===== config.mk =====
export PLATFORM = sky130hd
export DESIGN_NAME = voice_frame_mixer
export DESIGN_NICKNAME = d
export VERILOG_FILES = /design/src/rtl/voice_frame_mixer.sv
export SDC_FILE = /design/constraint.sdc
export NUM_CORES = 1
export LEC_CHECK = 0
export CAP_MARGIN = 20
export CORE_MARGIN = 3
export CORE_UTILIZATION = 63
export CTS_BUF_LIST = sky130_fd_sc_hd__clkbuf_8
export DETAILED_ROUTE_END_ITERATION = 7
export PLACE_DENSITY = 0.84
export SLEW_MARGIN = 20
export SYNTH_ARGS = -nofsm -noshare
export SYNTH_HDL_FRONTEND = slang
export SYNTH_SLANG_ARGS = --single-unit

===== constraint.sdc =====
create_clock -name i_clk -period 14.1 [get_ports i_clk]
set_clock_uncertainty 0.2 [all_clocks]
set_input_delay 2.82 -clock i_clk [delete_from_list [all_inputs] [get_ports i_clk]]
set_output_delay 2.82 -clock i_clk [all_outputs]
set_load 0.005 [all_outputs]

===== src/rtl/voice_frame_mixer.sv =====
// voice_frame_mixer: time-multiplexed voice scheduler plus per-frame sample mixer.
// The scheduler issues a voice index and stage count to the synthesis chain.
// The mixer sums the tagged samples that come back from the chain, applying a
// per-voice mute mask, and emits one mixed sample per frame.
// Optional build macro VOICE_MIXER_SATURATE_EN: clamp the output to OUT_W and flag
// clipping on o_clip. Without it the output wraps and o_clip is tied low.
module voice_frame_mixer #(
    parameter int unsigned NUM_VOICES = 256,
    parameter int unsigned STAGES     = 4,
    parameter int unsigned SAMPLE_W   = 16,
    parameter int unsigned OUT_W      = 24,
    parameter int unsigned SHIFT      = 0,
    localparam int unsigned VI_W      = $clog2(NUM_VOICES),
    localparam int unsigned ST_W      = (STAGES > 2) ? $clog2(STAGES) : 1,
    localparam int unsigned ACC_W     = SAMPLE_W + VI_W
) (
    input  logic                       i_clk,
    input  logic                       i_reset,
    input  logic                       i_enable,
    output logic [VI_W-1:0]            o_voice_index,
    output logic [ST_W-1:0]            o_pipeline_state,
    input  logic signed [SAMPLE_W-1:0] i_sample,
    input  logic                       i_sample_valid,
    input  logic [VI_W-1:0]            i_sample_voice,
    input  logic                       i_mute_we,
    input  logic [VI_W-1:0]            i_mute_voice,
    input  logic                       i_mute_value,
    output logic signed [OUT_W-1:0]    o_mixed_sample,
    output logic                       o_sample_valid,
    output logic                       o_clip
);

    logic [ST_W-1:0]          stage_q, stage_d;
    logic [VI_W-1:0]          voice_q, voice_d;
    logic [NUM_VOICES-1:0]    mute_q, mute_d;
    logic signed [ACC_W-1:0]  acc_q, acc_d;
    logic signed [ACC_W-1:0]  sample_ext, sample_gated, sum, shifted;
    logic signed [OUT_W-1:0]  mixed_q, mixed_d, out_value;
    logic                     valid_q;
    logic                     frame_end;
    logic                     clip;

    // Scheduler next state: stage counts through the slot, voice advances on stage wrap.
    always_comb begin
        stage_d = stage_q;
        voice_d = voice_q;
        if (i_enable) begin
            if (stage_q == ST_W'(STAGES - 1)) begin
                stage_d = '0;
                voice_d = voice_q + 1'b1; // power-of-two voice count wraps naturally
            end else begin
                stage_d = stage_q + 1'b1;
            end
        end
    end

    // Mute mask update; samples in the same cycle still see the old mask.
    always_comb begin
        mute_d = mute_q;
        if (i_mute_we) begin
            mute_d[i_mute_voice] = i_mute_value;
        end
    end

    assign sample_ext   = {{VI_W{i_sample[SAMPLE_W-1]}}, i_sample};
    assign sample_gated = (i_sample_valid && !mute_q[i_sample_voice]) ? sample_ext : '0;
    assign sum          = acc_q + sample_gated;
    assign shifted      = sum >>> SHIFT;
    assign frame_end    = i_sample_valid && (i_sample_voice == VI_W'(NUM_VOICES - 1));

`ifdef VOICE_MIXER_SATURATE_EN
    localparam logic signed [ACC_W-1:0] OutMax = {{(ACC_W - OUT_W + 1){1'b0}}, {(OUT_W - 1){1'b1}}};
    localparam logic signed [ACC_W-1:0] OutMin = {{(ACC_W - OUT_W + 1){1'b1}}, {(OUT_W - 1){1'b0}}};

    // Reduce the shifted frame sum to OUT_W by clamping to the signed output range.
    always_comb begin
        out_value = shifted[OUT_W-1:0];
        clip      = 1'b0;
        if (shifted > OutMax) begin
            out_value = OutMax[OUT_W-1:0];
            clip      = 1'b1;
        end else if (shifted < OutMin) begin
            out_value = OutMin[OUT_W-1:0];
            clip      = 1'b1;
        end
    end
`else
    logic unused_shift_hi;

    // Reduce the shifted frame sum to OUT_W by two's-complement truncation.
    always_comb begin
        out_value = shifted[OUT_W-1:0];
        clip      = 1'b0;
    end
    assign unused_shift_hi = ^{shifted, clip};
`endif

    // Accumulator and output hold: frame end clears the sum and latches a new output.
    always_comb begin
        acc_d   = sum;
        mixed_d = mixed_q;
        if (frame_end) begin
            acc_d   = '0;
            mixed_d = out_value;
        end
    end

    // State registers for scheduler, mute mask, accumulator and output sample.
    always_ff @(posedge i_clk or posedge i_reset) begin
        if (i_reset) begin
            stage_q <= '0;
            voice_q <= '0;
            mute_q  <= '0;
            acc_q   <= '0;
            mixed_q <= '0;
            valid_q <= 1'b0;
        end else begin
            stage_q <= stage_d;
            voice_q <= voice_d;
            mute_q  <= mute_d;
            acc_q   <= acc_d;
            mixed_q <= mixed_d;
            valid_q <= frame_end;
        end
    end

`ifdef VOICE_MIXER_SATURATE_EN
    logic clip_q;

    // Clip flag accompanies the output strobe only.
    always_ff @(posedge i_clk or posedge i_reset) begin
        if (i_reset) begin
            clip_q <= 1'b0;
        end else begin
            clip_q <= frame_end & clip;
        end
    end
    assign o_clip = clip_q;
`else
    assign o_clip = 1'b0;
`endif

    assign o_voice_index    = voice_q;
    assign o_pipeline_state = stage_q;
    assign o_mixed_sample   = mixed_q;
    assign o_sample_valid   = valid_q;

endmodule


==> flow_summary.ini <==
[synthesis]
synth.cells.most_frequent = dfrtp_1 (315), nand2_1 (293), mux2_2 (261)
synthXorXnorAreaFrac = 0.01494
async_reset_ff_frac = 1.000
netlist_area_mm2 = 0.01625
synthFlopType = dfrtp_1
synth_fa_ha_area_frac = 0.02049
synthCells = 1404
synth_nets = 1468
synthSimpleGateAreaFrac = 0.1261
synth_area_leader_cell = dfrtp_1
yosysMostFrequentCell = dfrtp_1
synth_edf_count = 0
synth_compound_area_frac = 0.03982
synth_area_per_cell_um2 = 11.57
synth_mux_area_frac = 0.2796
ys_ff_latch = 315
ys_seq_area_frac = 0.4852
yosys.area.top_type_share = 0.4852
synth_area_leaders = dfrtp_1 (49%), mux2_2 (18%), mux4_2 (9.6%)
ys.warnings.count = 0
synth_top_family_by_area = multiplexers
synth_cell_type_count = 57

[die]
num_io_pins = 74
die_w_um = 166.6
fp.coreArea_mm2 = 0.02525
die_h_um = 166.6
initial_core_util = 0.6433
num_rows = 58
die_area_mm2 = 0.02775

[place]
place_hpwl_um = 23100
io_buffers = 72
place_inst = 1702
place_congestion = 0.8608

[route]
wl_per_cell_um = 21.82
firstDrtPassIters = 7
met2WireLength_um = 18610
wl_met1_um = 16130
dr.max_layer_used = met4
drt_iter0_markers = 1247
final_antenna_net_count = 0
via_per_inst = 6.283
num_vias = 11290
drc = 0
finalWirelength_um = 39220
dr_wl_met3_um = 3214

[clocking]
cts_setup_buffers = 0
root_buffer = clkbuf_8
ctsResizeCount = 0
cts.clk_slew.worst_paths_ps = 70
cts_num_sinks = 315
cts_tree = yes
clkLatencyLatePin_ps = 600
clock_path_buffers = 3
cts_hold_buf = 0
numCtsBuffers = 51
htree_levels = 2

[pwr]
switching_share = 0.2857
p_switching_uw = 659.1
p_seq_frac = 0.450
p_leak_uw = 0.008356
p_comb_frac = 0.194
p_int_uw = 1648
p_per_area_mw_per_mm2 = 127.5
clkPwrFrac = 0.356
ir_drop_v = 0.0001138

[final_layout]
num_antenna_cells = 0
layout-drive-gt1-share = 0.2972
syn2layout_area_growth_pct = 11.37
stdcell_count = 1797
nNetsFinal = 1491

[timing]
fin_crit_ps = 8598
tightestPinTransition_ps = 1161
setup-tns-final_ps = 0
final_hold_viol_count = 0
finalMaxSlewViolations = 0
slew_headroom = 0.2259
finalSetupViolCount = 0
fmax_ghz = 0.1163
rsz0062_at_grt = no
post-route-period-util = 0.6098

[critical_path]
max_stage_delay_ps = 610
cp-end-kind = flip-flop
cpLargestDelayFamily = compound AO/OA/AOI/OAI gates
path_class = primary input to flip-flop
required_ps = 14360
crit_path_max_fanout = 39
slowest_stage = buf_4
setup.worst_path.start_class = primary input
path_buf_inv = 2
worstPathCellList = buf_4, buf_4, mux4_2, a22oi_1, o211a_1, o22ai_1, or4_4, a41oi_4, and2_1, ha_1, and3_1, a221oi_1, a21oi_1, a41oi_1, o2bb2ai_1, o21ai_0, a21boi_0, xor2_1, o21ai_0
worstPathArrival_ps = 8860

[grt]
grt_pass1_vias = 11665
antenna_found_initial = 0
grt_start_max_net_pins = 157
grt_usage = 0.2815
grt_pass1_wl_um = 62720
gr-total-overflow = 0

[job]
drv_cap = 0

[status]
status = finished clean

[hold_path]
hold_class = flip-flop to flip-flop
-- per-stage QoR --
stage	total power (µW)	setup slack [ps]	cell area [µm²]	hold slack, ps	util
after CTS	2315	5538	18070	282.5	0.7157
after detailed placement	1497	4951	17000	269.6	0.6733
after floorplan	1362	2365	16250	264.7	-
after global placement	1475	5071	17000	255.3	0.6730
after global routing	2417	5056	18090	301.8	0.7165
final	2307	5502	18090	273.5	0.7165
-- worst paths after layout --
kind,start,to,slack (ps),cells past startpoint
min,o_mixed_sample[18]$_DFFE_PP0P_,o_mixed_sample[18]$_DFFE_PP0P_,270,2
max in group asynchronous,i_reset,mute_q[157]$_DFFE_PP0P_,9510,3
max,i_sample_voice[0],o_mixed_sample[15]$_DFFE_PP0P_,5500,19
min in group asynchronous,i_reset,mute_q[1]$_DFFE_PP0P_,2610,2
min reg2reg,o_mixed_sample[18]$_DFFE_PP0P_,o_mixed_sample[18]$_DFFE_PP0P_,270,2
max reg2reg,mute_q[171]$_DFFE_PP0P_,o_mixed_sample[15]$_DFFE_PP0P_,8570,16
-- registers in the layout, indices dropped and copies added (netlist names) --
signal            count
o_voice_index         8
o_pipeline_state      2
o_sample_valid        1
o_mixed_sample       24
mute_q              256
acc_q                24
-- tightest hold or removal path, cell delays in order, from the launching register on --
cell	delay, ps
dfrtp_1	340
nand2_1	50
o21ai_0	60
-- final cells by class --
class / instances / area (µm²)
Tap cell: 330 / 412.9
Clock buffer: 64 / 880.8
Fill cell: 1677 / 7159
Sequential cell: 315 / 7883
Inverter: 11 / 53.80
Timing Repair Buffer: 90 / 849.6
Multi-Input combinational cell: 958 / 7825
Clock inverter: 29 / 190.2
-- layout by cell type (no fill, tap or decap), types with 3 or more instances in the layout --
cell type / Yosys / layout
nand2_1: 293 / 293
ha_1: 25 / 25
clkdlybuf4s50_1: 0 / 69
nor2b_1: 8 / 8
inv_1: 10 / 26
dfrtp_1: 315 / 315
xor2_1: 10 / 10
nand3_1: 23 / 23
and2_1: 21 / 21
a21oi_1: 23 / 23
a221oi_1: 3 / 3
and3_1: 21 / 21
a21o_1: 7 / 7
a22oi_1: 11 / 11
clkbuf_8: 0 / 64
nor3b_1: 4 / 4
nand2b_1: 11 / 11
clkinv_2: 0 / 6
nor3_1: 13 / 13
mux2_2: 261 / 261
o31ai_1: 3 / 3
xnor2_1: 15 / 15
mux2i_1: 5 / 5
mux4_2: 69 / 69
o21ai_0: 31 / 31
nand4_1: 3 / 3
nor4_1: 4 / 3
nor2_1: 56 / 56
or2_2: 4 / 4
buf_4: 2 / 19
-- power by group through the flow --
stage	Clock, µW	Combinational [µW]	Sequential (µW)
after global placement	0	426	1050
after detailed placement	0	444	1050
final	821	448	1040
after global routing	872	497	1050
after CTS	830	447	1040
after floorplan	0	320	1040
-- metal layers --
layer / GRT usage / vias up
met3: 0.05127 / 113
met1: 0.3973 / 5701
met4: 0.09541 / 0
met2: 0.4494 / 513
met5: 0 / -
li1: - / 4963
-- logic make-up after synthesis --
family / count (synthesis)
muxes: 335
adders and majority gates: 26
and+or+nand+nor: 470
DFF: 315
buffers and inverters: 131
AOI/OAI and AO/OA: 100
other: 1
xor gates and xnor gates: 26
(Power assumes the default switching activity.)
